[src/rtl/ina_reg_arbiter_pkg.sv]
// Shared register map, reset/ID constants, MASK bit positions and FSM state encoding.
// Latency: none (constants and types only).
// Backpressure: not applicable.
package ina_reg_arbiter_pkg;

  localparam logic [7:0] PTR_CONFIG  = 8'h00;
  localparam logic [7:0] PTR_SHUNT   = 8'h01;
  localparam logic [7:0] PTR_BUS     = 8'h02;
  localparam logic [7:0] PTR_POWER   = 8'h03;
  localparam logic [7:0] PTR_CURRENT = 8'h04;
  localparam logic [7:0] PTR_CAL     = 8'h05;
  localparam logic [7:0] PTR_MASK    = 8'h06;
  localparam logic [7:0] PTR_LIMIT   = 8'h07;
  localparam logic [7:0] PTR_MFG     = 8'hFE;
  localparam logic [7:0] PTR_DIE     = 8'hFF;

  localparam logic [15:0] CFG_RST_DEF = 16'h4127;
  localparam logic [15:0] MFG_ID      = 16'h5449;
  localparam logic [15:0] DIE_ID      = 16'h2260;

  localparam int MASK_CVRF = 3;
  localparam int MASK_CNVR = 10;
  localparam int CFG_SRST  = 15;

  typedef enum logic [1:0] {
    ST_IDLE     = 2'd0,
    ST_CAPT     = 2'd1,
    ST_CALC_CUR = 2'd2,
    ST_CALC_PWR = 2'd3
  } state_e;

endpackage

[src/rtl/ina_reg_arbiter_sat_mul.sv]
// 16x16 multiply, right shift and saturate to 16 bits; signed or unsigned mode.
// Latency: combinational.
// Backpressure: none.
module ina_reg_arbiter_sat_mul #(
  parameter int SHIFT_S = 11,
  parameter int SHIFT_U = 12
) (
  input  logic        sgn,
  input  logic [16:0] a_dat,
  input  logic [15:0] b_dat,
  output logic [15:0] res_dat
);

  logic signed [31:0] a_s;
  logic signed [31:0] b_s;
  logic signed [31:0] prod_s;
  logic signed [31:0] sh_s;
  logic [32:0]        prod_u;
  logic [32:0]        sh_u;

  // Signed path uses the low 16 bits of a; unsigned path needs a 17-bit magnitude (|-32768|).
  always_comb begin
    a_s     = 32'($signed(a_dat[15:0]));
    b_s     = 32'($signed(b_dat));
    prod_s  = a_s * b_s;
    sh_s    = prod_s >>> SHIFT_S;
    prod_u  = {16'd0, a_dat} * {17'd0, b_dat};
    sh_u    = prod_u >> SHIFT_U;
    res_dat = 16'h0000;
    if (sgn) begin
      if (sh_s > 32'sd32767) begin
        res_dat = 16'h7FFF;
      end else if (sh_s < -32'sd32768) begin
        res_dat = 16'h8000;
      end else begin
        res_dat = sh_s[15:0];
      end
    end else begin
      res_dat = (|sh_u[32:16]) ? 16'hFFFF : sh_u[15:0];
    end
  end

endmodule

[src/rtl/ina_reg_arbiter.sv]
// INA226-style register bank: I2C rw access plus measurement sequencer for CURRENT/POWER.
// Latency: reads 1 cycle; a sample updates SHUNT/BUS, CURRENT, POWER over 3 cycles.
// Backpressure: none; one pending sample is buffered while busy, newer overwrites older (meas_ovf).
module ina_reg_arbiter
  import ina_reg_arbiter_pkg::*;
#(
  parameter int          CAL_SHIFT = 11,
  parameter int          PWR_SHIFT = 12,
  parameter logic [15:0] CFG_RST   = CFG_RST_DEF
) (
  input  logic        clk,
  input  logic        rst,
  input  logic        i2c_wr_stb,
  input  logic        i2c_rd_stb,
  input  logic [7:0]  i2c_ptr,
  input  logic [15:0] i2c_wdata,
  output logic [15:0] i2c_rdata,
  output logic        i2c_rvalid,
  output logic        wr_err,
  input  logic        meas_valid,
  input  logic [15:0] meas_shunt,
  input  logic [15:0] meas_bus,
  output logic        meas_ovf,
  output logic        busy,
  output logic        alert_n
);

  state_e      state_q, state_d;
  logic [15:0] config_q, config_d, shunt_q, shunt_d, bus_q, bus_d;
  logic [15:0] power_q, power_d, current_q, current_d, cal_q, cal_d;
  logic [15:0] mask_q, mask_d, limit_q, limit_d, cal_snap_q, cal_snap_d;
  logic [15:0] smp_shunt_q, smp_shunt_d, smp_bus_q, smp_bus_d;
  logic [15:0] pend_shunt_q, pend_shunt_d, pend_bus_q, pend_bus_d;
  logic [15:0] rdata_q, rdata_d;
  logic        pend_vld_q, pend_vld_d, rvalid_q, rvalid_d;
  logic        wr_err_q, wr_err_d, meas_ovf_q, meas_ovf_d;
  logic        soft_rst, cvrf_set;
  logic        mul_sgn;
  logic [16:0] mul_a, cur_ext;
  logic [15:0] mul_b, mul_res;

  // Shared multiplier: signed shunt*cal in CALC_CUR, unsigned |current|*bus otherwise.
  always_comb begin
    cur_ext = {current_q[15], current_q};
    mul_sgn = (state_q == ST_CALC_CUR);
    mul_a   = current_q[15] ? (~cur_ext + 17'd1) : cur_ext;
    mul_b   = bus_q;
    if (state_q == ST_CALC_CUR) begin
      mul_a = {shunt_q[15], shunt_q};
      mul_b = cal_snap_q;
    end
  end

  ina_reg_arbiter_sat_mul #(.SHIFT_S(CAL_SHIFT), .SHIFT_U(PWR_SHIFT)) u_sat_mul (
    .sgn     (mul_sgn),
    .a_dat   (mul_a),
    .b_dat   (mul_b),
    .res_dat (mul_res)
  );

  // Next-state: read mux, I2C writes to rw registers, sequencer writes to ro measurement registers.
  always_comb begin
    state_d      = state_q;
    config_d     = config_q;
    shunt_d      = shunt_q;
    bus_d        = bus_q;
    power_d      = power_q;
    current_d    = current_q;
    cal_d        = cal_q;
    mask_d       = mask_q;
    limit_d      = limit_q;
    cal_snap_d   = cal_snap_q;
    smp_shunt_d  = smp_shunt_q;
    smp_bus_d    = smp_bus_q;
    pend_shunt_d = pend_shunt_q;
    pend_bus_d   = pend_bus_q;
    pend_vld_d   = pend_vld_q;
    rdata_d      = rdata_q;
    rvalid_d     = i2c_rd_stb;
    wr_err_d     = 1'b0;
    meas_ovf_d   = 1'b0;
    soft_rst     = 1'b0;
    cvrf_set     = 1'b0;

    // Read returns the value held this cycle, so a same-cycle write is not visible yet.
    if (i2c_rd_stb) begin
      case (i2c_ptr)
        PTR_CONFIG:  rdata_d = config_q;
        PTR_SHUNT:   rdata_d = shunt_q;
        PTR_BUS:     rdata_d = bus_q;
        PTR_POWER:   rdata_d = power_q;
        PTR_CURRENT: rdata_d = current_q;
        PTR_CAL:     rdata_d = cal_q;
        PTR_MASK:    rdata_d = mask_q;
        PTR_LIMIT:   rdata_d = limit_q;
        PTR_MFG:     rdata_d = MFG_ID;
        PTR_DIE:     rdata_d = DIE_ID;
        default:     rdata_d = 16'h0000;
      endcase
    end

    if (i2c_wr_stb) begin
      case (i2c_ptr)
        PTR_CONFIG: begin
          if (i2c_wdata[CFG_SRST]) soft_rst = 1'b1;
          else                     config_d = i2c_wdata;
        end
        PTR_CAL:   cal_d   = i2c_wdata;
        PTR_MASK:  mask_d  = {i2c_wdata[15:4], mask_q[MASK_CVRF], i2c_wdata[2:0]};
        PTR_LIMIT: limit_d = i2c_wdata;
        default:   wr_err_d = 1'b1;
      endcase
    end

    case (state_q)
      ST_IDLE: begin
        if (pend_vld_q) begin
          smp_shunt_d = pend_shunt_q;
          smp_bus_d   = pend_bus_q;
          pend_vld_d  = 1'b0;
          state_d     = ST_CAPT;
        end else if (meas_valid) begin
          smp_shunt_d = meas_shunt;
          smp_bus_d   = meas_bus;
          state_d     = ST_CAPT;
        end
      end
      ST_CAPT: begin
        shunt_d    = smp_shunt_q;
        bus_d      = smp_bus_q;
        cal_snap_d = cal_q;
        state_d    = ST_CALC_CUR;
      end
      ST_CALC_CUR: begin
        current_d = mul_res;
        state_d   = ST_CALC_PWR;
      end
      ST_CALC_PWR: begin
        power_d  = mul_res;
        cvrf_set = 1'b1;
        state_d  = ST_IDLE;
      end
      default: state_d = ST_IDLE;
    endcase

    // A sample not taken directly goes to the pending slot; an occupied slot still
    // held (not being drained this cycle) is overwritten.
    if (meas_valid && (state_q != ST_IDLE || pend_vld_q)) begin
      pend_shunt_d = meas_shunt;
      pend_bus_d   = meas_bus;
      pend_vld_d   = 1'b1;
      meas_ovf_d   = pend_vld_q && (state_q != ST_IDLE);
    end

    // CVRF: read-clear of MASK, but a same-cycle conversion-ready set wins.
    if (i2c_rd_stb && i2c_ptr == PTR_MASK) mask_d[MASK_CVRF] = 1'b0;
    if (cvrf_set)                          mask_d[MASK_CVRF] = 1'b1;

    if (soft_rst) begin
      state_d    = ST_IDLE;
      config_d   = CFG_RST;
      shunt_d    = 16'h0;
      bus_d      = 16'h0;
      power_d    = 16'h0;
      current_d  = 16'h0;
      cal_d      = 16'h0;
      mask_d     = 16'h0;
      limit_d    = 16'h0;
      cal_snap_d = 16'h0;
      pend_vld_d = 1'b0;
      meas_ovf_d = 1'b0;
    end
  end

  // State registers with asynchronous active-low reset.
  always_ff @(posedge clk or negedge rst) begin
    if (!rst) begin
      state_q      <= ST_IDLE;
      config_q     <= CFG_RST;
      shunt_q      <= 16'h0;
      bus_q        <= 16'h0;
      power_q      <= 16'h0;
      current_q    <= 16'h0;
      cal_q        <= 16'h0;
      mask_q       <= 16'h0;
      limit_q      <= 16'h0;
      cal_snap_q   <= 16'h0;
      smp_shunt_q  <= 16'h0;
      smp_bus_q    <= 16'h0;
      pend_shunt_q <= 16'h0;
      pend_bus_q   <= 16'h0;
      pend_vld_q   <= 1'b0;
      rdata_q      <= 16'h0;
      rvalid_q     <= 1'b0;
      wr_err_q     <= 1'b0;
      meas_ovf_q   <= 1'b0;
    end else begin
      state_q      <= state_d;
      config_q     <= config_d;
      shunt_q      <= shunt_d;
      bus_q        <= bus_d;
      power_q      <= power_d;
      current_q    <= current_d;
      cal_q        <= cal_d;
      mask_q       <= mask_d;
      limit_q      <= limit_d;
      cal_snap_q   <= cal_snap_d;
      smp_shunt_q  <= smp_shunt_d;
      smp_bus_q    <= smp_bus_d;
      pend_shunt_q <= pend_shunt_d;
      pend_bus_q   <= pend_bus_d;
      pend_vld_q   <= pend_vld_d;
      rdata_q      <= rdata_d;
      rvalid_q     <= rvalid_d;
      wr_err_q     <= wr_err_d;
      meas_ovf_q   <= meas_ovf_d;
    end
  end

  assign i2c_rdata  = rdata_q;
  assign i2c_rvalid = rvalid_q;
  assign wr_err     = wr_err_q;
  assign meas_ovf   = meas_ovf_q;
  assign busy       = (state_q != ST_IDLE);
  assign alert_n    = ~(mask_q[MASK_CVRF] & mask_q[MASK_CNVR]);

endmodule

[config.mk]
export PLATFORM = sky130hd
export DESIGN_NAME = ina_reg_arbiter
export DESIGN_NICKNAME = d
export VERILOG_FILES = /design/src/rtl/ina_reg_arbiter_pkg.sv /design/src/rtl/ina_reg_arbiter_sat_mul.sv /design/src/rtl/ina_reg_arbiter.sv
export SDC_FILE = /design/constraint.sdc
export NUM_CORES = 2
export LEC_CHECK = 0
export BUFFER_PORTS_ARGS = -buffer_cell sky130_fd_sc_hd__buf_4
export CELL_PAD_IN_SITES_DETAIL_PLACEMENT = 0
export CELL_PAD_IN_SITES_GLOBAL_PLACEMENT = 2
export CORE_MARGIN = 2
export CORE_UTILIZATION = 38
export DETAILED_ROUTE_END_ITERATION = 10
export PLACE_DENSITY = 0.83
export SYNTH_ARGS = -nofsm -noshare
export SYNTH_HDL_FRONTEND = slang
export SYNTH_HIERARCHICAL = 1
export SYNTH_SLANG_ARGS = --single-unit
[constraint.sdc]
create_clock -name clk -period 8.95 [get_ports clk]
set_input_delay 0.895 -clock clk [delete_from_list [all_inputs] [get_ports clk]]
set_output_delay 0.895 -clock clk [all_outputs]
set_load 0.02 [all_outputs]
=== Yosys cells after proc, flatten, opt, wreduce, memory -nomap -nowiden ===
Cells that the tools add are included.

* Output and inout port bits: 21
* Memories kept: 0
* Bits in latches: 0
* Memory bits (writable): 0
* Register bits after elaboration: 230
* Bits in read-only memories: 0
* Input bits: 61

* Mux-type cells: 52
* Equality and inequality tests: 14
* Divide/modulo/power cells: 0
* Reduce and logical (&&, ||, !) cells: 25
* Add/sub/neg operators: 1
* Shift operators: 0
* Bitwise logic cells: 3
* $mul: 2
* $lt $le $gt $ge: 2

{| class="wikitable"
|+ Operators with widths
! operator !! number
|-
| 16-bit 2-to-1 mux || 32
|-
| 16-bit one-hot mux with 10 select lines || 1
|-
| 17-bit 2-to-1 mux || 2
|-
| 17-bit by 16-bit multiplier with 33-bit output || 1
|-
| 8-bit by 3-bit == test with 1-bit output, second input constant || 4
|-
| 16-bit by 16-bit multiplier with 32-bit output || 1
|-
| 21-bit by 16-bit > comparator with 1-bit output, second input constant || 1
|-
| 21-bit by 16-bit < comparator with 1-bit output, second input constant || 1
|-
| 2-bit nonzero test || 10
|-
| 17-bit by 1-bit adder with 17-bit output, second input constant || 1
|-
| 17-bit inverter || 1
|-
| 8-bit by 2-bit == test with 1-bit output, second input constant || 2
|-
| 8-bit == test, second input constant || 2
|-
| 1-bit 2-to-1 mux || 13
|-
| 8-bit by 1-bit == test with 1-bit output, second input constant || 1
|-
| 8-bit logical NOT || 1
|-
| 2-bit one-hot mux with 4 select lines || 1
|-
| 2-bit AND reduction || 4
|-
| 2-bit 2-to-1 mux || 3
|-
| 3-bit nonzero test || 2
|-
| 5-bit OR reduction || 1
|-
| 2-bit == test, second input constant || 2
|-
| 4-bit inequality test, second input constant || 1
|-
| 4-bit OR reduction || 1
|-
| other kinds (8) || 10
|}

=== Logic depth before layout (Yosys ltp) ===
* Depth after elaboration: 11
* Gate-level depth with buffers: 35
* Mapped depth without buffers: 32

=== Hierarchy ===
The synthesis kept the hierarchy.

{| class="wikitable"
|+ Modules (own cells, without submodules)
! module !! times used !! cells an instance !! area each (um^2)
|-
| ina_reg_arbiter_sat_mul || 1 || 1704 || 15333.5
|-
| ina_reg_arbiter || 1 || 979 || 11140.7
|}

=== Least setup slack after synthesis ===
No wires, ideal clock.

* Path kind: reg2reg
* From: register current_q[0]
* To: register current_q[8]
* Period minus slack after synthesis: 8313 ps
* Data arrival time: 8181 ps
* Stages on the path, launching flop included: 32
* Data required time: 8818 ps
* Buffers on the path: 3
* Slack: 637 ps
* Cells stage by stage: dfrtp_1 > inv_1 > ha_1 > or4b_2 > o31ai_1 > xor2_1 > o21ai_0 > clkbuf_1 > nand2_1 > fa_1 > fa_1 > fa_1 > fa_1 > inv_1 > fa_1 > inv_1 > fa_1 > inv_1 > ha_1 > buf_2 > a211oi_1 > o21ai_0 > a211o_1 > a21oi_2 > nor4b_1 > or3_1 > o211ai_1 > clkbuf_1 > nor3_1 > o32a_1 > mux2i_1 > nor2_1

* Longest elaborated chain between the ends: 11

{| class="wikitable"
|+ RTL lines
! what !! RTL line !! RTL
|-
| start, declared || ina_reg_arbiter.sv:30 || <nowiki>logic [15:0] power_q, power_d, current_q, current_d, cal_q, cal_d;</nowiki>
|-
| start signal, assigned || ina_reg_arbiter.sv:203 || <nowiki>current_q <= current_d;</nowiki>
|-
| 17-bit inverter (*) || ina_reg_arbiter.sv:46 || <nowiki>mul_a = current_q[15] ? (~cur_ext + 17'd1) : cur_ext;</nowiki>
|-
| 17-bit by 1-bit adder with 17-bit output (*) || ina_reg_arbiter.sv:46 ||
|-
| 17-bit 2-to-1 mux (*) || ina_reg_arbiter.sv:46 ||
|-
| 17-bit 2-to-1 mux (*) || ina_reg_arbiter.sv:48 || <nowiki>if (state_q == ST_CALC_CUR) begin</nowiki>
|-
| named net mul_a[10] || ina_reg_arbiter.sv:39 || <nowiki>logic [16:0] mul_a, cur_ext;</nowiki>
|-
| 16-bit by 16-bit multiplier with 32-bit output || ina_reg_arbiter_sat_mul.sv:25 || <nowiki>prod_s = a_s * b_s;</nowiki>
|-
| 21-bit by 16-bit < comparator with 1-bit output || ina_reg_arbiter_sat_mul.sv:33 || <nowiki>end else if (sh_s < -32'sd32768) begin</nowiki>
|-
| 16-bit 2-to-1 mux || ina_reg_arbiter_sat_mul.sv:33 ||
|-
| 16-bit 2-to-1 mux || ina_reg_arbiter_sat_mul.sv:31 || <nowiki>if (sh_s > 32'sd32767) begin</nowiki>
|-
| 16-bit 2-to-1 mux (*) || ina_reg_arbiter_sat_mul.sv:30 || <nowiki>if (sgn) begin</nowiki>
|-
| named net mul_res[8] || ina_reg_arbiter.sv:40 || <nowiki>logic [15:0] mul_b, mul_res;</nowiki>
|-
| 16-bit 2-to-1 mux (*) || ina_reg_arbiter.sv:115 || <nowiki>case (state_q)</nowiki>
|-
| 16-bit 2-to-1 mux (*) || ina_reg_arbiter.sv:159 || <nowiki>if (soft_rst) begin</nowiki>
|}

Mark *: on every way through the listed nets, which the timed path passes. The rest lies on a longest branch. The select of a mux whose other input is x is not followed.
A chain may end at the register's enable or synchronous reset.

=== Final worst setup path ===
* From: register state_q[0]
* To: register current_q[0]

* Longest elaborated chain between the ends: 9

{| class="wikitable"
|+ RTL lines
! what !! RTL line !! RTL
|-
| start, declared || ina_reg_arbiter.sv:28 || <nowiki>state_e state_q, state_d;</nowiki>
|-
| start signal, assigned || ina_reg_arbiter.sv:198 || <nowiki>state_q <= state_d;</nowiki>
|-
| 2-bit == test (*) || ina_reg_arbiter.sv:45 || <nowiki>mul_sgn = (state_q == ST_CALC_CUR);</nowiki>
|-
| named net mul_sgn || ina_reg_arbiter.sv:38 || <nowiki>logic mul_sgn;</nowiki>
|-
| 16-bit 2-to-1 mux (*) || ina_reg_arbiter.sv:48 ||
|-
| named net mul_b[1] || ina_reg_arbiter.sv:40 ||
|-
| 16-bit by 16-bit multiplier with 32-bit output || ina_reg_arbiter_sat_mul.sv:25 ||
|-
| 21-bit by 16-bit < comparator with 1-bit output || ina_reg_arbiter_sat_mul.sv:33 ||
|-
| 16-bit 2-to-1 mux || ina_reg_arbiter_sat_mul.sv:33 ||
|-
| 16-bit 2-to-1 mux || ina_reg_arbiter_sat_mul.sv:31 ||
|-
| 16-bit 2-to-1 mux (*) || ina_reg_arbiter_sat_mul.sv:30 ||
|-
| named net mul_res[0] || ina_reg_arbiter.sv:40 ||
|-
| 16-bit 2-to-1 mux (*) || ina_reg_arbiter.sv:115 ||
|-
| 16-bit 2-to-1 mux (*) || ina_reg_arbiter.sv:159 ||
|}

Marked as above.

==> impl_metrics.csv <==
group,metric,value,unit
status,outcome,"finished clean",
sta,fmax,0.117,GHz
cts,cts_sinks,229,
worst_hold_path,hold_class,"in2async",
cts,clkTransAtPathRegs,60,ps
final_layout,final_util,0.429,
final_layout,nets,3346,
setup_path,required,9420,ps
setup_path,worstPathMaxFanout,18,
setup_path,crit_buf_inv,8,
drt,drt_pass1_iterations,6,
run,max_cap_viol_count,0,
floorplan,start_util,0.385,
sta,period_minus_slack,8530,ps
sta,slew_violations,0,
floorplan,io_pins,82,
drt,vias,19000,
final_layout,drive_gt1_frac,0.124,
floorplan,die_w,268,um
global_routing,grt_overflow,0,
placement,dp_cells,3653,
global_routing,grt_max_degree,87,
final_layout,fin_cells,3703,
cts,cts_root_buffer,"clkbuf_16",
cts,cts_tree,"done",
placement,gp_congestion,0.905,
sta,layout_setup_ws,419,ps
setup_path,reg2regPathDepth,28,
placement,place_ws,166,ps
drt,drt_iter0_drc,1023,
synthesis,ys_seq_elements,229,
global_routing,grt_pass1_wl,120000,um
synthesis,synth_area_leader_cell,"fa_1",
synthesis,ys_async_sr_fraction,1.00,
drt,ant_nets,0,
global_routing,track_usage,0.217,
sta,setup_viol,0,
synthesis,netlist_top_cells_area,"fa_1, dfrtp_1, ha_1",
synthesis,synth-seq-area-share,0.217,
sta,hold_viol,0,
drt,vias_per_cell,5.14,
sta,fin_skew,13.2,ps
global_routing,grt_pass1_vias,20600,
setup_path,worst_ep_arrival_time,9000,ps
final_layout,fillers,6620,
cts,insertion_delay,550,ps
synthesis,avgSynthCellArea,9.87,um2
sta,fin_setup_tns,0,ps
setup_path,crit_cells,28,
sta,min_period_over_period,0.953,
floorplan,die_height,268,um
synthesis,synth.top_cell.area_share,0.286,
floorplan,core-area,68800,um2
final_layout,syn_to_final_growth,11.6,%
floorplan,core.rowCount,96,
setup_path,cpPeakStageDelay,690,ps
setup_path,cp_slowest_cell,"fa_1",
floorplan,die_area,71800,um2
synthesis,synth-main-ff-cell,"dfrtp_1",
global_routing,antenna_found_initial,1,
sta,slew_headroom,0.236,
cts,cts-buffers-inserted,27,
setup_path,path_class,"reg2reg",
final_layout,final_cell_mix,"inv_1, fa_1, nand2_1",
placement,port_buffers,81,
final_layout,layout_commonest_cell,"inv_1",
synthesis,synth_enable_flop_cells,0,
drt,drc,0,
synthesis,synth_fp_nets,3278,
cts,cts.path.max_buffers,3,
drt,wirelength,75300,um
placement,dp_hpwl,60300,um
synthesis,ys_types,83,
setup_path,worstSetupStartpointType,"flip-flop",
sta,worst_pin_slew,1150,ps
cts,htree_levels,1,
setup_path,path_delay_family,"adder cells",
synthesis,synth_warnings,6,
drt,detail_route.wl_per_cell,20.3,um
synthesis,synthCells,2683,
setup_path,end_kind,"flip-flop",
synthesis,syn_area,26500,um2
-- area by class of cell --
class	count	area, um2	share of cell area
multi-input cells	1840	18500	0.626
inverters	496	1860	0.0630
repair buffers	157	1340	0.0452
flip-flops and latches	229	5740	0.194
clock buffers	40	764	0.0259
well taps	931	1160	0.0394
diodes	1	2.50	0.0000847
clock inverters	9	166	0.00563
-- Yosys cell counts (14+ instances only) --
library cell and count:
xnor2_1 36, and2_1 145, nor2b_1 14, mux2i_1 174, o21ai_0 82, clkbuf_1 89
nor2_2 20, nand3_1 16, nand2b_1 17, nor3_1 26, fa_1 378, xor2_1 23
a21o_1 35, ha_1 156, dfrtp_1 223, a21oi_1 48, nand2_1 232, mux4_2 16
inv_1 495, mux2_2 62, nor2_1 154
-- what timing repair did --
action	in CTS	in global routing
buffers inserted	0	0
gates resized for setup	0	21
hold buffers	0	0
endpoints found under the hold margin	0	0
endpoints found under the setup margin	0	32
-- metal layers --
metal	up-vias	track usage	routed length, um
met5	-	0	0
met4	0	0.0479	1770
met3	89	0.0202	3380
met2	463	0.367	36500
met1	9750	0.302	33600
li1	8718	-	-
-- stage by stage --
step	cell area (um2)	hold WS [ps]
2_1_floorplan	26500	439
3_3_place_gp	28500	449
3_5_place_dp	28500	460
4_1_cts	29400	320
5_1_grt	29500	343
6_report	29500	285
-- cell families (layout without fill, tap and decap cells) --
kind of cell,after synthesis,in the layout,synth area share
AOI/OAI and AO/OA,316,316,0.0829
xor gates and xnor gates,59,59,0.0195
adders and majority gates,534,534,0.360
buffers and inverters,614,702,0.0892
DFF,229,229,0.217
muxes,252,252,0.106
other,0,1,0
and+or+nand+nor,679,679,0.126
-- worst paths after layout --
check / startpoint / endpoint / slack, ps
worst max-delay path: state_q[0] / current_q[0] / 420
worst min-delay path: rst / smp_bus_q[6] / 280
worst max register to register: state_q[0] / current_q[0] / 420
worst min register to register: config_q[0] / config_q[0] / 470
max in group asynchronous: rst / power_q[12] / 7060
min in group clk: config_q[0] / config_q[0] / 470
Power is not shown: default switching activity piles up to over one toggle a cycle in this logic, so the estimate is an artifact.
